[src/rtl/clk_div_pkg.sv]
// rtl/clk_div_pkg.sv - shared state encoding and default constants for the slow-clock divider
//
// Purpose : FSM state encoding used by clk_div_ctrl, plus the default divider width and reset ratio.
// Ports   : none (package)

package clk_div_pkg;

    typedef enum logic [1:0] {
        ST_OFF  = 2'd0,
        ST_RUN  = 2'd1,
        ST_PEND = 2'd2,
        ST_STOP = 2'd3
    } div_state_e;

    localparam int unsigned DIV_WIDTH_DEFAULT = 8;
    localparam int unsigned DIV_N_DEFAULT     = 6;

endpackage

[src/rtl/clk_div_core.sv]
// rtl/clk_div_core.sv - half-period counter and slow_clk toggle flop with runtime ratio
//
// Purpose : Counts 0..n_i-1 while en_i is high and toggles slow_clk at the wrap. It holds when en_i is low.
//           It produces registered edge ticks and a combinational falling-boundary strobe.
// Ports   :
//   clk_i        system clock
//   rst_ni       asynchronous active-low reset (forces slow_clk low)
//   en_i         count enable; counter and slow_clk hold when low
//   n_i          half-period in clk cycles (>= 1)
//   slow_clk_o   divided clock, straight from a flop
//   cnt_zero_o   counter currently at 0
//   fall_o       this cycle ends a high phase (1->0 toggle at the next edge)
//   tick_rise_o  first cycle with slow_clk high after a rise
//   tick_fall_o  first cycle with slow_clk low after a fall

module clk_div_core #(
    parameter int unsigned WIDTH = 8
) (
    input  logic             clk_i,
    input  logic             rst_ni,
    input  logic             en_i,
    input  logic [WIDTH-1:0] n_i,
    output logic             slow_clk_o,
    output logic             cnt_zero_o,
    output logic             fall_o,
    output logic             tick_rise_o,
    output logic             tick_fall_o
);

    logic [WIDTH-1:0] cnt_q, cnt_d;
    logic             slow_q, slow_d;
    logic             tick_rise_q, tick_fall_q;
    logic             wrap;

    // n_i is never zero, so n_i-1 cannot underflow.
    assign wrap = en_i && (cnt_q == (n_i - WIDTH'(1)));

    always_comb begin
        cnt_d  = cnt_q;
        slow_d = slow_q;
        if (en_i) begin
            if (wrap) begin
                cnt_d  = '0;
                slow_d = ~slow_q;
            end else begin
                cnt_d = cnt_q + WIDTH'(1);
            end
        end
    end

    always_ff @(posedge clk_i or negedge rst_ni) begin
        if (!rst_ni) begin
            cnt_q       <= '0;
            slow_q      <= 1'b0;
            tick_rise_q <= 1'b0;
            tick_fall_q <= 1'b0;
        end else begin
            cnt_q       <= cnt_d;
            slow_q      <= slow_d;
            tick_rise_q <= wrap && !slow_q;
            tick_fall_q <= wrap && slow_q;
        end
    end

    assign slow_clk_o  = slow_q;
    assign cnt_zero_o  = (cnt_q == '0);
    assign fall_o      = wrap && slow_q;
    assign tick_rise_o = tick_rise_q;
    assign tick_fall_o = tick_fall_q;

endmodule

[src/rtl/clk_div_ctrl.sv]
// rtl/clk_div_ctrl.sv - run-time controller for the programmable slow-clock divider
//
// Purpose : Starts and stops the divider on div_en and accepts new half-period ratios over a valid/ready port.
//           Ratio changes and stops take effect only at a slow_clk falling boundary, so phases are never cut short.
// Ports   :
//   clk        system clock
//   reset_n    asynchronous active-low reset
//   div_en     1 = run, 0 = stop at the next falling boundary
//   cfg_valid  config request valid
//   cfg_n      requested half-period (1..2^WIDTH-1; 0 is rejected)
//   cfg_ready  request can be accepted this cycle
//   cfg_err    one-cycle pulse after a request with cfg_n == 0
//   cur_n      half-period currently in force
//   slow_clk   divided clock
//   tick_rise  first cycle of each high phase
//   tick_fall  first cycle of each low phase
//   busy       divider in RUN or PEND

module clk_div_ctrl
    import clk_div_pkg::*;
#(
    parameter int unsigned WIDTH     = DIV_WIDTH_DEFAULT,
    parameter int unsigned N_DEFAULT = DIV_N_DEFAULT
) (
    input  logic             clk,
    input  logic             reset_n,
    input  logic             div_en,
    input  logic             cfg_valid,
    input  logic [WIDTH-1:0] cfg_n,
    output logic             cfg_ready,
    output logic             cfg_err,
    output logic [WIDTH-1:0] cur_n,
    output logic             slow_clk,
    output logic             tick_rise,
    output logic             tick_fall,
    output logic             busy
);

    div_state_e       state_q, state_d;
    logic [WIDTH-1:0] cur_n_q, cur_n_d;
    logic [WIDTH-1:0] pend_n_q, pend_n_d;
    logic             pend_v_q, pend_v_d;
    logic             cfg_err_q, cfg_err_d;

    logic             core_en;
    logic             core_slow;
    logic             core_cnt_zero;
    logic             core_fall;
    logic             accept;
    logic             accept_ok;
    logic             stop_now;

    assign cfg_ready = (state_q != ST_PEND);
    assign accept    = cfg_valid && cfg_ready;
    assign accept_ok = accept && (cfg_n != '0);

    // If STOP begins exactly at the start of a low phase, nothing remains to finish. Freeze the counter and drop to OFF.
    assign stop_now  = (state_q == ST_STOP) && !div_en && !core_slow && core_cnt_zero;
    assign core_en   = (state_q != ST_OFF) && !stop_now;

    clk_div_core #(
        .WIDTH (WIDTH)
    ) u_core (
        .clk_i       (clk),
        .rst_ni      (reset_n),
        .en_i        (core_en),
        .n_i         (cur_n_q),
        .slow_clk_o  (core_slow),
        .cnt_zero_o  (core_cnt_zero),
        .fall_o      (core_fall),
        .tick_rise_o (tick_rise),
        .tick_fall_o (tick_fall)
    );

    always_comb begin
        state_d   = state_q;
        cur_n_d   = cur_n_q;
        pend_n_d  = pend_n_q;
        pend_v_d  = pend_v_q;
        cfg_err_d = accept && (cfg_n == '0);

        unique case (state_q)
            ST_OFF: begin
                // Divider is idle, so a new ratio can take effect immediately.
                if (accept_ok) begin
                    cur_n_d = cfg_n;
                end
                if (div_en) begin
                    state_d = ST_RUN;
                end
            end

            ST_RUN: begin
                // Go to PEND even if div_en drops in the same cycle. PEND then applies the ratio and stops at the boundary.
                if (accept_ok) begin
                    pend_n_d = cfg_n;
                    state_d  = ST_PEND;
                end else if (!div_en) begin
                    state_d = ST_STOP;
                end
            end

            ST_PEND: begin
                // The falling-edge cycle still counts with the old ratio. The new ratio starts with the low phase.
                if (core_fall) begin
                    cur_n_d = pend_n_q;
                    state_d = div_en ? ST_RUN : ST_OFF;
                end
            end

            ST_STOP: begin
                // While the current phase finishes, a ratio accepted here is held in pend_n/pend_v.
                if (accept_ok) begin
                    pend_n_d = cfg_n;
                    pend_v_d = 1'b1;
                end
                if (div_en) begin
                    state_d  = (pend_v_q || accept_ok) ? ST_PEND : ST_RUN;
                    pend_v_d = 1'b0;
                end else if (core_fall || stop_now) begin
                    state_d  = ST_OFF;
                    pend_v_d = 1'b0;
                    if (accept_ok) begin
                        cur_n_d = cfg_n;
                    end else if (pend_v_q) begin
                        cur_n_d = pend_n_q;
                    end
                end
            end

            default: begin
                state_d = ST_OFF;
            end
        endcase
    end

    always_ff @(posedge clk or negedge reset_n) begin
        if (!reset_n) begin
            state_q   <= ST_OFF;
            cur_n_q   <= WIDTH'(N_DEFAULT);
            pend_n_q  <= '0;
            pend_v_q  <= 1'b0;
            cfg_err_q <= 1'b0;
        end else begin
            state_q   <= state_d;
            cur_n_q   <= cur_n_d;
            pend_n_q  <= pend_n_d;
            pend_v_q  <= pend_v_d;
            cfg_err_q <= cfg_err_d;
        end
    end

    assign cur_n    = cur_n_q;
    assign cfg_err  = cfg_err_q;
    assign slow_clk = core_slow;
    assign busy     = (state_q == ST_RUN) || (state_q == ST_PEND);

endmodule

[config.mk]
export PLATFORM = sky130hd
export DESIGN_NAME = clk_div_ctrl
export DESIGN_NICKNAME = d
export VERILOG_FILES = /design/src/rtl/clk_div_pkg.sv /design/src/rtl/clk_div_core.sv /design/src/rtl/clk_div_ctrl.sv
export SDC_FILE = /design/constraint.sdc
export NUM_CORES = 1
export LEC_CHECK = 0
export ABC_AREA = 1
export CAP_MARGIN = 20
export CORE_MARGIN = 3
export CORE_UTILIZATION = 25
export DETAILED_ROUTE_END_ITERATION = 16
export GPL_TIMING_DRIVEN = 0
export PLACE_DENSITY = 0.45
export SYNTH_ARGS = -nofsm -noshare
export SYNTH_HDL_FRONTEND = slang
export SYNTH_SLANG_ARGS = --single-unit
[constraint.sdc]
create_clock -name clk -period 2.76 [get_ports clk]
set_clock_uncertainty 0.15 [all_clocks]
set_input_delay 0.828 -clock clk [delete_from_list [all_inputs] [get_ports clk]]
set_output_delay 0.828 -clock clk [all_outputs]
set_load 0.01 [all_outputs]
Word level (Yosys, flattened, before mapping):

Cells that the tools add are included.

* register bits: 31
* latch bits: 0
* RAM bits: 0
* memory bits (read-only): 0
* input bits: 12
* output and inout bits: 14
* word-level logic and storage cells: 74
* memories: 0

* add/sub/neg operators: 2
* multipliers: 0
* divide/modulo/power cells: 0
* $lt $le $gt $ge: 0
* eq/ne operators: 13
* shift-type cells: 0
* muxes and demuxes: 20
* bitwise logic cells: 1
* reductions and logical operators: 29

Operator list (count)
* $mux W8: 7
* $pmux W8 S3: 1
* $logic_not A8 Y1: 2
* $mux W2: 7
* $logic_and A1 B1 Y1: 10
* $ne A2 B2 Y1 const B: 5
* $add A8 B1 Y8 const B: 1
* $eq A8 B8 Y1: 1
* $pmux W2 S4: 1
* $reduce_bool A8 Y1: 1
* $sub A8 B1 Y8 const B: 1
* $ne A3 B3 Y1 const B: 2
* $reduce_and A2 Y1: 3
* $reduce_and A6 Y1: 1
* $reduce_bool A3 Y1: 2
* $eq A2 B2 Y1 const B: 2
* $mux W1: 4
* $reduce_and A4 Y1: 1
* $logic_not A1 Y1: 3
* $logic_or A1 B1 Y1: 3
* $ne A3 B2 Y1 const B: 1
* $eq A2 B1 Y1 const B: 1
* $logic_not A2 Y1: 1
* $ne A2 B1 Y1 const B: 1
* other kinds (3): 3

Logic depth before layout (Yosys ltp):

Gate-level depths: netlist (run 1).

* depth in word-level cells: 12
* gate-level depth with buffers: 16
* depth with buffers taken out: 16

Hierarchy:

From an unflattened synthesis (run 1), not the netlist that was laid out.

* cell total of the unflattened synthesis: 304
* area, all modules: 2050.7 um^2

By module, submodules not included
* clk_div_ctrl: instances 1, cells an instance 151, area an instance 1129.8 um^2, sequential area each 503.0 um^2
* clk_div_core: instances 1, cells an instance 153, area an instance 920.9 um^2, sequential area each 275.3 um^2

Worst setup path before layout (run 1):

OpenSTA, ideal clock, no wires.

* kind: input to register
* start: input port cfg_n[7]
* end: register cur_n_q[5] (netlist: cur_n[5])
* setup time: 0.123 ns
* arrival: 1.969 ns
* data required time: 2.487 ns
* slack: 0.517 ns
* cell stages on the path: 7
* path buffers: 1
* path through: nor4_1 -> nand3_1 -> nand3_2 -> o21ai_1 -> clkbuf_1 -> o21ai_0 -> o21ai_2

* cells in the longest elaborated chain, start to end: 6
* elaborated cells between the ends (all ways): 9
* classes of those cells: eq/ne: 2; mux: 4; reduce/logical: 3

RTL lines
* start, declared: line clk_div_ctrl.sv:29 `input logic [WIDTH-1:0] cfg_n,`
* $reduce_bool A8 Y1 *: line clk_div_ctrl.sv:55 `assign accept_ok = accept && (cfg_n != '0);`
* $logic_and A1 B1 Y1 *: line clk_div_ctrl.sv:55
* $mux W8: line clk_div_ctrl.sv:123 `if (accept_ok) begin`
* $mux W8: line clk_div_ctrl.sv:120 `end else if (core_fall || stop_now) begin`
* $mux W8: line clk_div_ctrl.sv:117 `if (div_en) begin`
* $pmux W8 S3: line clk_div_ctrl.sv:82 `unique case (state_q)`
* end signal, assigned: line clk_div_ctrl.sv:140 `cur_n_q <= WIDTH'(N_DEFAULT);`
* end signal, assigned: line clk_div_ctrl.sv:146 `cur_n_q <= cur_n_d;`
* end, declared: line clk_div_ctrl.sv:40 `logic [WIDTH-1:0] cur_n_q, cur_n_d;`

Mark *: on every way between the ends. The rest lies on a longest branch, timed or not. The select of a mux whose other input is x is not followed.
A chain may end at the register's enable or synchronous reset.

Final worst setup path (run 1):

* start: register state_q[0]
* end: output port cfg_ready

* cells in the longest elaborated chain, start to end: 1

RTL lines
* start, declared: line clk_div_ctrl.sv:39 `div_state_e state_q, state_d;`
* start signal, assigned: line clk_div_ctrl.sv:145 `state_q <= state_d;`
* $ne A2 B2 Y1: line clk_div_ctrl.sv:53 `assign cfg_ready = (state_q != ST_PEND);`
* end, declared: line clk_div_ctrl.sv:30 `output logic cfg_ready,`

No other way between the ends.

==> metrics.cfg, run 1 <==
[worst_setup_path]
setup.worst_path.class = reg -> out
reg2reg_slack_ns = 0.31
crit_top_cell = inv_1
r2r-end = cur_n[6]$_DFFE_PN0P_
critPathCaptureType = output pin
path_max_fanout = 5
path_cells = inv_1, ha_2, inv_1, clkdlybuf4s50_1
cpMaxStageDelayCell = clkdlybuf4s50_1
crit_path_start_kind = register
cp.required_ns = 1.78
reg2reg_depth = 13
cp.arrival_ns = 1.67
cp_top_family = buffers and inverters
rr_startpoint = cur_n[1]$_DFFE_PN1P_
cp.buffers_inverters = 3
cp_slowest_stage_delay_ns = 0.54

[power]
p_int_mw = 1.55
finalPower_mw = 2.89
powerDensity_nw_per_um2 = 1190
swShare = 0.463
power_frac_seq = 0.303
p_sw_mw = 1.34
power.share.clock = 0.133
p_leak_nw = 1.20
pwr-share-comb = 0.564
ir_worst_vdd_v = 0.000342

[floorplan]
core_area_sq_um = 7410
die_h_um = 94.1
die_w_um = 94.1
die_area_sq_um = 8860
rows = 31
io_pins = 26
start_util = 0.262

[synth]
synth-seq-cells = 31
synth_area_sq_um = 1940
yosysSeqAreaShare = 0.401
syn-num-nets = 280
syn-mean-instance-area_sq_um = 7.47
post-synth-top-count-cell = nand2_1
synth_top_area_cell = dfrtp_1
ys_top_cells_by_area = dfrtp_1 (37%), nand2_1 (11%), nor2_1 (7.2%)
postSynth.asyncResetShare = 1.00
synthCells = 260
synth_commonest_cells = nand2_1 (56), nor2_1 (37), inv_1 (33)
synth_ff_type = dfrtp_1
synth_cell_types = 29
synthDominantCellAreaShare = 0.374
ys_warn_count = 0
synth_edf_count = 0

[status]
status = complete, no violations

[place]
dp_cells = 384
dpl.hpwl_um = 3490
placed_area_sq_um = 2310
place_congestion = 0.820
port_buffers = 25

[final_layout]
stdcell_count = 391
fin_nets = 311
area_delta_synth_final_pct = 24.8
n_antenna_cell = 0
drive_above_1_share = 0.158
fill_cells = 807
final_util = 0.327
design_area_sq_um = 2420

[detailed_routing]
via_count = 1701
drtIter0Drc = 54
drtAntennaViolNets = 0
first_pass_iters = 4
drc = 0
viasPerCell = 4.35
wl_per_cell_um = 11.7
wl_um = 4570

[timing]
grt_setup_unrepaired = false
slew_violations = 0
timing.fmax_mhz = 378
hold_ws_ns = 0.337
slew_headroom = 0.516
period_minus_slack_ns = 2.64
final_hold_viol_count = 0
fin_crit_sh = 0.958
setup_viol = 0
worstMarginPinSlew_ns = 0.726

[min_path]
min-delay-start = pend_n_q[5]$_DFFE_PN0P_
min_delay_path_depth = 2
hp-class = reg -> reg
min_to = pend_n_q[5]$_DFFE_PN0P_

[cts]
insertion_delay_ns = 0.29
cts_hold_buf = 0
cts_tree = yes
clock_sinks = 31
post-cts-setup-buffers = 0
clockRootBuffer = clkbuf_8
clk_pin_slew_ns = 0.07
cts_buffers = 5
clockBufferDepth = 2
htree_levels = 2

[grt]
grt_max_degree = 32
gr-usage-all-layers = 0.116
grt.overflow.total = 0
grt_pass1_wl_um = 7950
grt_pass1_vias = 1681
antenna_found_initial = 0

[job]
drv_cap = 0

==> through the flow <==
| stage | setup TNS (ns) | setup slack (ns) |
|---|---|---|
| 3_3_place_gp | -6.40 | -0.360 |
| 3_5_place_dp | -4.88 | -0.359 |
| 5_1_grt | 0 | 0.0135 |
| 4_1_cts | 0 | 0.0224 |
| 2_1_floorplan | 0 | 0.517 |
| 6_report | 0 | 0.115 |
==> power groups by stage <==
stage	Sequential, mW	Clock, mW	Combinational [mW]
2_1_floorplan	0.860	0	1.19
3_3_place_gp	0.887	0	1.62
3_5_place_dp	0.887	0	1.63
4_1_cts	0.882	0.403	1.64
5_1_grt	0.908	0.421	1.88
6_report	0.875	0.385	1.63
==> cell usage in the layout, fill, tap and decap left out <==
cell type,count
a21oi_1,20
nand4_1,1
buf_2,1
nor3_1,2
a21oi_2,1
clkbuf_4,1
o21ai_1,2
clkbuf_1,1
nor2_8,1
clkbuf_8,6
inv_2,5
clkdlybuf4s50_1,23
nor2_2,4
nand2_2,5
dfrtp_1,29
xor2_1,1
o21bai_2,1
xnor2_1,3
o21ai_2,9
nand3_2,3
nor2_4,1
nand3_1,23
ha_2,1
nand4_2,1
nor2_1,37
nand3_4,1
inv_1,33
nand2_1,56
dfstp_2,2
clkinv_1,1
ha_1,7
nor4_2,1
dlymetal6s2s_1,1
buf_6,1
o21ai_0,6
clkinv_2,1
==> what timing repair did <==
| action | CTS | global route |
|---|---|---|
| gates resized for setup | 2 | 6 |
| endpoints found under the setup margin | 6 | 22 |
| hold endpoints to repair | 0 | 0 |
==> routing by layer <==
metal,track usage,vias up,wire length (um)
met1,0.159,763,2360
met2,0.176,46,1870
met5,0,-,0
li1,-,884,-
met3,0.0288,8,260
met4,0.0433,0,84
==> worst reg2reg max path, stage by stage, from the launching register on <==
cell and delay (ns):
dfstp_2 0.56, inv_2 0.05, ha_1 0.28, xor2_1 0.14, nand2_1 0.06, nor2_1 0.13, nand2_2 0.08, nor2_4 0.09
nand4_2 0.20, nand2_2 0.17, nand3_4 0.13, buf_6 0.18, nand2_2 0.06, o21ai_2 0.05
==> cells by family (layout without fill, tap and decap cells) <==
family / count (synthesis) / after routing / share of synthesized area
AO/OA/AOI/OAI: 39 / 39 / 0.117
XOR/XNOR: 4 / 4 / 0.0180
adder cells (fa/ha/maj): 8 / 8 / 0.0515
buffers and inverters: 42 / 74 / 0.0857
flip-flops: 31 / 31 / 0.401
AND/OR/NAND/NOR: 136 / 136 / 0.327
==> sequential cells by signal, indices dropped and copies added, names as in the netlist <==
signal / cells
u_core.slow_clk_o: 1
cfg_err: 1
pend_v_q: 1
u_core.tick_rise_o: 1
u_core.cnt_q: 8
cur_n: 8
state_q: 2
pend_n_q: 8
u_core.tick_fall_o: 1
==> area by class of cell <==
cell class,instances,area (sq um),area share
buffer,2,18.8,0.00774
clock buffer,7,86.3,0.0356
clock inverter,1,5.00,0.00207
inverter,39,146,0.0604
multi-input combinational,187,1020,0.420
sequential,31,778,0.321
tap,99,124,0.0511
timing repair buffer,25,248,0.102
==> worst max-delay path by stage <==
stage               depth (start not counted)  slack, ns                    from              endpoint
CTS                                        13       0.02                  div_en  cur_n[7]$_DFFE_PN0P_
global route                                4       0.01  state_q[0]$_DFFE_PN0P_             cfg_ready
floorplan                                   7       0.52                cfg_n[7]  cur_n[5]$_DFFE_PN0P_
finish                                      4       0.12  state_q[0]$_DFFE_PN0P_             cfg_ready
detailed placement                          8      -0.36                cfg_n[7]  cur_n[6]$_DFFE_PN0P_
global placement                            9      -0.36                cfg_n[2]  cur_n[7]$_DFFE_PN0P_
Power figures use the tool's default switching activity.
==> run 2, diff against run 1 <==
==> constraint.sdc (replaced) <==
create_clock -name clk -period 2.76 [get_ports clk]
set_clock_uncertainty 0.15 [all_clocks]
set_input_delay 0.828 -clock clk [delete_from_list [all_inputs] [get_ports clk]]
set_output_delay 0.828 -clock clk [all_outputs]
set_load 0.005 [all_outputs]
==> results of run 2 <==
The final DEF is identical to that of run 1. Status: complete, no violations.
Main changes from that run: setup slack after layout 0.115 ns -> 0.151 ns; total power 2.89 mW -> 2.85 mW
